## src/rtl/regfile_wb_arbiter.sv

```systemverilog
// regfile_wb_arbiter
// Arbitrates two writeback requesters (A: ALU, B: memory/load) onto a single
// register-file write port through a small in-order FIFO.
//
// Parameters:
//   DATA_W  register data width
//   ADDR_W  register index width (2**ADDR_W registers)
//   DEPTH   write-queue entries (power of two, 2..8)
// Ports:
//   clk                      single rising-edge clock
//   rst                      synchronous, active-low reset
//   a_valid/a_rd/a_data      requester A write request
//   a_ready                  A's write is accepted this cycle (combinational)
//   b_valid/b_rd/b_data      requester B write request
//   b_ready                  B's write is accepted this cycle (combinational)
//   hold                     register-file write port unavailable this cycle
//   rf_we/rf_rd/rf_data      registered write to the register file
//   pend                     mask of registers with a queued or presented write
//   q_count                  current queue occupancy
module regfile_wb_arbiter #(
    parameter int DATA_W = 32,
    parameter int ADDR_W = 5,
    parameter int DEPTH  = 2
) (
    input  logic                      clk,
    input  logic                      rst,
    input  logic                      a_valid,
    input  logic [ADDR_W-1:0]         a_rd,
    input  logic [DATA_W-1:0]         a_data,
    output logic                      a_ready,
    input  logic                      b_valid,
    input  logic [ADDR_W-1:0]         b_rd,
    input  logic [DATA_W-1:0]         b_data,
    output logic                      b_ready,
    input  logic                      hold,
    output logic                      rf_we,
    output logic [ADDR_W-1:0]         rf_rd,
    output logic [DATA_W-1:0]         rf_data,
    output logic [(2**ADDR_W)-1:0]    pend,
    output logic [$clog2(DEPTH):0]    q_count
);

    localparam int PTR_W = $clog2(DEPTH);
    localparam int CNT_W = PTR_W + 1;
    localparam int NREG  = 2**ADDR_W;

    logic [ADDR_W-1:0] rd_q_r   [DEPTH];
    logic [DATA_W-1:0] data_q_r [DEPTH];
    logic [DEPTH-1:0]  valid_r;
    logic [PTR_W-1:0]  head_r;
    logic [PTR_W-1:0]  tail_r;
    logic [CNT_W-1:0]  count_r;
    // 1 means B wins the next tie; cleared by reset so A wins first.
    logic              prio_b_r;

    logic              rf_we_r;
    logic [ADDR_W-1:0] rf_rd_r;
    logic [DATA_W-1:0] rf_data_r;

    logic              full_s;
    logic              a_ready_s;
    logic              b_ready_s;
    logic              acc_a_s;
    logic              acc_b_s;
    logic [ADDR_W-1:0] in_rd_s;
    logic [DATA_W-1:0] in_data_s;
    logic              push_s;
    logic              pop_s;
    logic [NREG-1:0]   pend_s;

    // Grant selection: nothing is accepted in reset or when the queue is full,
    // even if the head pops this cycle (keeps the ready path off the hold input).
    always_comb begin
        full_s    = (count_r == CNT_W'(DEPTH));
        a_ready_s = 1'b0;
        b_ready_s = 1'b0;
        if (!rst || full_s) begin
            a_ready_s = 1'b0;
            b_ready_s = 1'b0;
        end else if (a_valid && b_valid) begin
            a_ready_s = !prio_b_r;
            b_ready_s = prio_b_r;
        end else begin
            a_ready_s = a_valid;
            b_ready_s = b_valid;
        end
    end

    // Accepted-transfer decode; writes to r0 are accepted but never queued.
    always_comb begin
        acc_a_s   = a_valid && a_ready_s;
        acc_b_s   = b_valid && b_ready_s;
        in_rd_s   = acc_a_s ? a_rd   : b_rd;
        in_data_s = acc_a_s ? a_data : b_data;
        push_s    = (acc_a_s || acc_b_s) && (in_rd_s != {ADDR_W{1'b0}});
        pop_s     = !hold && (count_r != {CNT_W{1'b0}});
    end

    // Queue pointers, occupancy, per-slot valid bits and round-robin pointer.
    always_ff @(posedge clk) begin
        if (!rst) begin
            head_r   <= {PTR_W{1'b0}};
            tail_r   <= {PTR_W{1'b0}};
            count_r  <= {CNT_W{1'b0}};
            valid_r  <= {DEPTH{1'b0}};
            prio_b_r <= 1'b0;
        end else begin
            // Push and pop never target the same slot: a push needs a non-full
            // queue and a pop needs a non-empty one, so head != tail when both.
            if (pop_s) begin
                valid_r[head_r] <= 1'b0;
                head_r          <= head_r + PTR_W'(1);
            end
            if (push_s) begin
                valid_r[tail_r] <= 1'b1;
                tail_r          <= tail_r + PTR_W'(1);
            end
            case ({push_s, pop_s})
                2'b10:   count_r <= count_r + CNT_W'(1);
                2'b01:   count_r <= count_r - CNT_W'(1);
                default: count_r <= count_r;
            endcase
            if (acc_a_s) begin
                prio_b_r <= 1'b1;
            end else if (acc_b_s) begin
                prio_b_r <= 1'b0;
            end else begin
                prio_b_r <= prio_b_r;
            end
        end
    end

    // Queue payload storage; contents are qualified by valid_r so no reset needed.
    always_ff @(posedge clk) begin
        if (push_s) begin
            rd_q_r[tail_r]   <= in_rd_s;
            data_q_r[tail_r] <= in_data_s;
        end
    end

    // Register-file write stage: one-cycle we pulse per pop, index/data hold otherwise.
    always_ff @(posedge clk) begin
        if (!rst) begin
            rf_we_r   <= 1'b0;
            rf_rd_r   <= {ADDR_W{1'b0}};
            rf_data_r <= {DATA_W{1'b0}};
        end else if (pop_s) begin
            rf_we_r   <= 1'b1;
            rf_rd_r   <= rd_q_r[head_r];
            rf_data_r <= data_q_r[head_r];
        end else begin
            rf_we_r   <= 1'b0;
        end
    end

    // Pending mask over valid queue slots plus the write being presented.
    always_comb begin
        pend_s = {NREG{1'b0}};
        for (int i = 0; i < DEPTH; i++) begin
            pend_s[rd_q_r[i]] = pend_s[rd_q_r[i]] | valid_r[i];
        end
        pend_s[rf_rd_r] = pend_s[rf_rd_r] | rf_we_r;
        pend_s[0]       = 1'b0;
    end

    assign a_ready = a_ready_s;
    assign b_ready = b_ready_s;
    assign rf_we   = rf_we_r;
    assign rf_rd   = rf_rd_r;
    assign rf_data = rf_data_r;
    assign pend    = pend_s;
    assign q_count = count_r;

endmodule

```

## config.mk

```make
export PLATFORM = sky130hd
export DESIGN_NAME = regfile_wb_arbiter
export DESIGN_NICKNAME = d
export VERILOG_FILES = /design/src/rtl/regfile_wb_arbiter.sv
export SDC_FILE = /design/constraint.sdc
export NUM_CORES = 1
export LEC_CHECK = 0
export ABC_AREA = 1
export BUFFER_PORTS_ARGS = -buffer_cell sky130_fd_sc_hd__buf_2
export CAP_MARGIN = 40
export CORE_UTILIZATION = 45
export DETAILED_ROUTE_END_ITERATION = 8
export MAX_ROUTING_LAYER = met4
export PLACE_DENSITY = 0.7
export SLEW_MARGIN = 10
export SYNTH_ARGS = -nofsm -noshare
export SYNTH_HDL_FRONTEND = slang
export SYNTH_SLANG_ARGS = --single-unit
```

## constraint.sdc

```tcl
create_clock -name clk -period 6.02 [get_ports clk]
set_input_delay 0.602 -clock clk [delete_from_list [all_inputs] [get_ports clk]]
set_output_delay 0.602 -clock clk [all_outputs]
set_load 0.02 [all_outputs]
```

==> flow_summary.ini, run 1 <==
[route]
drt-vias-per-instance = 5.45
wl_per_cell_um = 15.2
drt_first_pass_iters = 8
drtIter0Drc = 707
postRouteAntennaNets = 0
drc = 0
vias = 6889
wirelength_um = 19200

[floorplanning]
placementRows = 44
dieWidth_um = 125
dieArea_um2 = 15500
die_h_um = 125
io_pins = 153
start_util_pct = 46.3
core_region_area_um2 = 14600

[placed_design]
place_congestion = 0.977
pre_cts_ws_ps = 1550
port_buffers = 151
dpl.hpwl_um = 13400
dp.cells = 1232

[layout]
seqCellArea_um2 = 3120
final_nets = 1147
instances_no_fill = 1264
antennaDiodeCount = 0
areaGrowthSynthToFinish_pct = 20.9
fillers = 1410
multi_input_area_um2 = 3220
drive_above_1_share_pct = 19.4

[power]
powerDensity_nw_per_um2 = 309
max-vdd-ir-drop_mv = 0.186
pwr-share-clk_pct = 34.8
power.switching_uw = 828
cell_internal_pwr_uw = 1700
switching_share_pct = 32.8
combPwrFrac_pct = 23.1
pwr-share-seq_pct = 42.1
p_leak_uw = 0.00370

[synthesis]
synth_cell_type_count = 29
synth-edff-count = 74
synth.area.top_cells = edfxtp_1 33%, nand2_1 21%, dfxtp_1 13%, nor2_1 6.2%, a31oi_1 3.4%
seq_area_frac_synth_pct = 46.2
yosys.cell_count.top_type = nand2_1
ys_seq_elements = 119
netlist_area_um2 = 6760
synth_area_per_cell_um2 = 7.22
yosys.area.top_type = edfxtp_1
syn_inst = 935
synthFlopType = edfxtp_1
yosysWarnings = 0
synth-async-reset-ratio_pct = 0
synthTopCellsByCount = 373 x nand2_1, 112 x nor2_1, 74 x edfxtp_1
synth_fp_nets = 1015
synth_top_area_share_pct = 32.9

[timing]
setup_ws_ps = 965
max-slew-margin-rel_pct = 41.8
finalCriticalPeriod_ps = 5060
hold_viol = 0
worst_slew_pin_slew_ps = 872
fmax_mhz = 198
setup_violations = 0
fin_skew_ps = 9.74
whs_ps = 480
post-route-period-util_pct = 84.0
rsz0062_at_grt = false
setup-tns-final_ps = 0
slew_viol_final = 0

[grt]
grt_pass1_vias = 6411
overflow = 0
grt_pass1_wl_um = 31200
grt_max_degree = 43
antenna_found_initial = 0
grt_usage_pct = 25.9

[status]
outcome = finished, final reports clean

[critical_path]
r2r_end = data_q_r[1][15]
worstSetupStartpointType = flip-flop
worstPathArrival_ps = 4450
reg2reg_depth = 13
worst-path-max-fanout = 20
regToRegStartpoint = q_count[0]
rrSetupSlack_ps = 2890
end_kind = output port
worstPathRequired_ps = 5420
critical_path_class = reg -> out

[cts]
root_buffer = clkbuf_16
cts_setup_buffers = 0
htree_levels = 4
clkTransAtPathRegs_ps = 50
cts_resized = 0
cts_hold_buf = 0
clock_latency_ps = 400
clockBufferDepth = 2
cts.sinks = 119
cts_made_buffers = 17
cts_tree = yes

[job]
maxCapViolCount = 0

[min_path]
holdCritStartpoint = b_data[4]
min_to = data_q_r[1][4]
holdCritPathClass = in -> reg
min_path_cells = 3
[metrics by stage]
stage               utilization [%]  power, µW  cell area, µm²
floorplan                         -       1440            6760
global placement               52.1       1630            7600
detailed placement             52.4       1650            7640
CTS                            56.0       2530            8170
global route                   56.0       2640            8170
finish                         56.0       2520            8170
[flip-flops by register name, indices dropped and copies added (netlist names)]
name / count
data_q_r: 64
valid_r: 2
tail_r: 1
rf_data: 32
rd_q_r: 10
head_r: 1
q_count: 2
prio_b_r: 1
rf_we: 1
rf_rd: 5
[worst max-delay path, stage by stage (launching register included)]
cell and delay, ps:
edfxtp_1 500, nand2_1 550, inv_2 170, nand2_1 110, nand2_1 50, o21bai_1 120, nand2_1 90, nor2_2 690
buf_4 320, nand4_1 130, nand3_1 100, nand2_1 70, o21bai_1 150, nand2_1 70, nor2_1 90, nand2_1 290
buf_8 270, nand2_1 60, nand2_1 50, buf_2 150
[cells in the final DEF, fill, tap and decap left out, drive strengths merged, types with 2 or more instances in the layout]
| master | count |
|---|---|
| inv | 57 |
| a21oi | 9 |
| o22ai | 20 |
| buf | 161 |
| nor3 | 5 |
| clkinvlp | 3 |
| nand4 | 32 |
| nor2 | 115 |
| clkbuf | 20 |
| mux2i | 2 |
| dfxtp | 45 |
| o21ai | 23 |
| clkinv | 8 |
| nand2 | 373 |
| a31oi | 37 |
| o21bai | 6 |
| edfxtp | 74 |
| nand3b | 30 |
| nand3 | 49 |
| or2 | 7 |
[worst max-delay path by stage]
stage,slack [ps],cells after the start,endpoint,startpoint
after floorplan,2200,12,data_q_r[0][0],rst
after global placement,1360,18,pend[8],rd_q_r[1][0]
after detailed placement,1550,19,pend[12],rd_q_r[1][0]
after CTS,1100,19,pend[12],rd_q_r[1][0]
after global routing,710,19,pend[24],rd_q_r[1][0]
final,960,19,pend[27],rd_q_r[1][0]
[cell type report]
cell class                 instances  area share (%)
inverter                          56            2.57
tap                              184            2.82
clock buffer                      20            5.47
sequential                       119            38.2
clock inverter                    12           0.950
timing repair buffer             161            10.5
multi-input combinational        712            39.4
[power groups by stage]
stage	sequential, µW	clock (µW)	combinational [µW]
after floorplan	1120	0	321
after global placement	1080	0	556
after detailed placement	1070	0	578
after CTS	1060	890	579
after global routing	1070	930	640
final	1060	879	583
[cells by family after synthesis]
family | synth area share [%]
AOI/OAI and AO/OA | 8.54
and+or+nand+nor | 38.4
muxes | 0.296
other | 0.0555
buffers and inverters | 6.30
DFF | 46.2
adders and majority gates | 0.185
[layer usage]
layer	vias up	global-route usage [%]	routed length, µm	part of all wire (%)
met5	-	-	0	0
met4	0	9.71	548	2.8
met3	55	5.46	1600	8.3
met2	358	40.6	8880	46
met1	3101	33.1	8220	43
li1	3375	-	-	-
(Power assumes the default switching activity.)
==> inputs of run 2 (changes only) <==
- PLACE_DENSITY: 0.7 -> 0.73
- clock period: 6.02 -> 4.2 ns (I/O delays scaled with it)
==> flow_summary.ini, run 2 (same netlist as run 1, synthesis figures left out) <==
[floorplanning]
dieArea_um2 = 15500
core_region_area_um2 = 14600
die_h_um = 125
placementRows = 44
dieWidth_um = 125
io_pins = 153
start_util_pct = 46.3

[timing]
worst_slew_pin_slew_ps = 816
post-route-period-util_pct = 91.7
slew_viol_final = 0
rsz0062_at_grt = false
hold_viol = 0
setup_violations = 0
max-slew-margin-rel_pct = 45.5
fmax_mhz = 260
finalCriticalPeriod_ps = 3850
fin_skew_ps = 7.56
setup-tns-final_ps = 0

[cts]
clkTransAtPathRegs_ps = 50
clock_latency_ps = 410
root_buffer = clkbuf_16
htree_levels = 4
cts.sinks = 119
clockBufferDepth = 2
cts_made_buffers = 17
cts_setup_buffers = 0
cts_tree = yes

[placed_design]
placed_area_um2 = 7680
port_buffers = 151
place_congestion = 1.01
dpl.hpwl_um = 13600

[power]
p_leak_uw = 0.00375
powerDensity_nw_per_um2 = 446
max-vdd-ir-drop_mv = 0.350

[critical_path]
worst-path-max-fanout = 31
worstPathArrival_ps = 3430
end_kind = output port
critical_path_class = reg -> out
worstPathRequired_ps = 3780
worstSetupStartpointType = flip-flop

[layout]
final_nets = 1156
antennaDiodeCount = 0
final_common_cell = nand2_1
drive_above_1_share_pct = 20.8
areaGrowthSynthToFinish_pct = 22.3
multi_input_area_um2 = 3240
seqCellArea_um2 = 3120
top_register = data_q_r
fillers = 1383
layout_common_cells = 373 x nand2_1, 151 x buf_2, 108 x nor2_1
largest_register_ffs = 64
finalInstanceArea_um2 = 8260

[route]
postRouteAntennaNets = 0
wl_per_cell_um = 15.2
drt_first_pass_iters = 5
wirelength_um = 19400
drtIter0Drc = 597
drc = 0
vias = 6937
drt-vias-per-instance = 5.45

[job]
maxCapViolCount = 0

[status]
outcome = finished, final reports clean

[grt]
grt_pass1_wl_um = 31300
grt_max_degree = 42
grt_pass1_vias = 6535
antenna_found_initial = 0
grt_usage_pct = 25.8
overflow = 0

[min_path]
holdCritPathClass = in -> reg
run 2: layer usage:
metal / GRT usage, % / wire (µm)
met1: 30.7 / 7810
met2: 42.2 / 9380
met3: 4.90 / 1650
met4: 11.8 / 527
met5: - / 0
run 2: through the flow:
step / utilization, % / instances / setup slack, ps / hold slack [ps] / total power (µW)
2_1_floorplan: - / 935 / 434 / 444 / 2060
3_3_place_gp: 52.7 / 1241 / 723 / 459 / 2360
3_5_place_dp: 52.7 / 1241 / 630 / 473 / 2380
4_1_cts: 56.4 / 1273 / 194 / 291 / 3690
5_1_grt: 56.6 / 1273 / 35.2 / 301 / 3850
6_report: 56.6 / 1273 / 350 / 300 / 3680
run 2: worst paths after layout:
| path | startpoint | to | slack [ps] | cells after the start |
|---|---|---|---|---|
| setup / recovery | rd_q_r[0][2] | pend[27] | 350 | 19 |
| hold / removal | b_data[29] | data_q_r[1][29] | 300 | 3 |
| setup reg to reg | q_count[0] | data_q_r[1][11] | 1200 | 11 |
| hold reg to reg | rf_data[14] | rf_data[14] | 480 | 2 |
run 2: cell type report:
class,instances,area share (%)
clock inverter,11,0.879
clock buffer,21,5.82
timing repair buffer,170,10.9
inverter,56,2.58
multi-input combinational,712,39.3
tap,184,2.79
sequential,119,37.8
run 2: power by group:
part	switching (µW)	leakage, µW	internal (µW)
sequential	96.9	0.00105	1430
clock	502	0.000261	812
combinational	601	0.00243	245
total	1200	0.00375	2480
run 2: worst max-delay path: stages (launching register included):
cell and delay [ps]:
edfxtp_1 480, inv_1 160, nand3_1 260, inv_1 70, nand2_1 110, o21ai_1 70, o21ai_0 210, nand2_1 130
inv_4 260, nand4_1 210, nand3_1 110, nand2_1 50, o21ai_1 160, nand2_1 80, nor2_1 100, nand2_1 80
buf_4 200, nand2_1 70, nand2_1 60, buf_2 160
run 2: what timing repair did:
item | in CTS | in global routing
setup endpoints to repair | 0 | 31
gates resized for setup | 0 | 7
hold buffers | 0 | 0
==> inputs of run 3 (changes only) <==
- REMOVE_ABC_BUFFERS: unset -> 1
==> flow_summary.ini, run 3 (same netlist as run 1, synthesis figures left out) <==
[status]
outcome = finished, final reports clean

[layout]
instances_no_fill = 1278
antennaDiodeCount = 0
final_common_cell = nand2_1
areaGrowthSynthToFinish_pct = 24.1
layout_common_cells = 372 x nand2_1, 151 x buf_2, 109 x nor2_1
finalInstanceArea_um2 = 8390
drive_above_1_share_pct = 21.2
top_register = data_q_r
final_nets = 1161
largest_register_ffs = 64

[grt]
use_met2_pct = 40.9
grt_usage_pct = 25.1
grt_max_degree = 42
grt_use_met3_pct = 4.64
busiest_layer = met2
grt_pass1_vias = 6311
overflow = 0
antenna_found_initial = 0
globalRouteMet1Util_pct = 30.9
grt_pass1_wl_um = 30600

[cts]
cts.sinks = 119
root_buffer = clkbuf_16
htree_levels = 4
cts_hold_buf = 0
clkTransAtPathRegs_ps = 50
clock_latency_ps = 400
cts_made_buffers = 17
cts_tree = yes
clockBufferDepth = 2

[route]
wl_per_cell_um = 14.4
postRouteAntennaNets = 0
vias = 6821
drt-vias-per-instance = 5.34
drtIter0Drc = 548
drt_first_pass_iters = 7
wirelength_um = 18500
drc = 0

[timing]
fmax_mhz = 260
rsz0062_at_grt = false
max-slew-margin-rel_pct = 54.9
setup_violations = 0
finalCriticalPeriod_ps = 3850
worst_slew_pin_slew_ps = 673
setup_ws_ps = 347
hold_viol = 0
slew_viol_final = 0
post-route-period-util_pct = 91.7
whs_ps = 304
fin_skew_ps = 9.77

[critical_path]
worstSetupStartpointType = flip-flop
cpLargestDelayFamily = simple AND/OR/NAND/NOR gates
cp_num_buf_inv = 5
critical_path_class = reg -> out
cpMostUsedCell = nand2_1
worstPathRequired_ps = 3780
end_kind = output port
worst-path-max-fanout = 24
cp_cell_sequence = buf_4, buf_4, nand3_2, nor2_1, nand2_1, nand2_1, o21bai_1, nand2_1, nor2_2, buf_4, nand4_1, nand3_1, nand2_1, o21ai_1, nand2_1, nor2_1, nand2_2, buf_12, nand2_1, nand2_1, buf_2
worstPathArrival_ps = 3430
cpPeakStageDelay_ps = 450
slowest_stage = edfxtp_1

[power]
total_power_uw = 3810
p_leak_uw = 0.00379
max-vdd-ir-drop_mv = 0.308
powerDensity_nw_per_um2 = 455

[floorplanning]
placementRows = 44
start_util_pct = 46.3
dieWidth_um = 125
core_region_area_um2 = 14600
die_h_um = 125
io_pins = 153
dieArea_um2 = 15500

[job]
maxCapViolCount = 0

[placed_design]
dp.cells = 1243
port_buffers = 151
place_congestion = 0.991
pre_cts_ws_ps = 565
placed_area_um2 = 7710
dpl.hpwl_um = 13200

[min_path]
holdCritPathClass = in -> reg
[run 3: worst min-delay path, stage by stage]
cell and delay (ps):
buf_2 130, o21ai_0 70, nor2_1 40
[run 3: layout make-up]
type                            count  area (µm²)
Inverter                           56         213
Timing Repair Buffer              175         948
Clock buffer                       19         464
Fill cell                        1343        6200
Multi-Input combinational cell    712        3260
Tap cell                          184         230
Clock inverter                     13         145
Sequential cell                   119        3120
[run 3: path summary, 6_finish.rpt]
kind                              startpoint              end  slack, ps  depth (start not counted)
worst max-delay path            rd_q_r[0][2]         pend[19]        350                         21
worst min-delay path                     rst           head_r        300                          3
worst min register to register    valid_r[1]       valid_r[1]        480                          2
worst max register to register    q_count[0]  data_q_r[1][13]       1390                         12
[run 3: repair_timing]
action / CTS / global route
endpoints found under the setup margin: 0 / 31
resized for setup: 0 / 9
buffers inserted: 0 / 3
[run 3: power breakdown]
part	total [µW]	internal [µW]	switching [µW]
clock	1450	928	519
sequential	1520	1430	96.7
combinational	843	253	590
total	3810	2610	1210
[run 3: metrics by stage]
stage | setup TNS (ps) | util [%]
2_1_floorplan | -73840 | -
3_3_place_gp | 0 | 52.8
3_5_place_dp | 0 | 52.8
4_1_cts | 0 | 57.0
5_1_grt | 0 | 57.5
6_report | 0 | 57.5
[run 3: metal layers]
layer | up-vias | share of wire (%)
met3 | 32 | 6.5
li1 | 3406 | -
met4 | 0 | 2.1
met1 | 3083 | 45
met5 | - | 0
met2 | 300 | 47
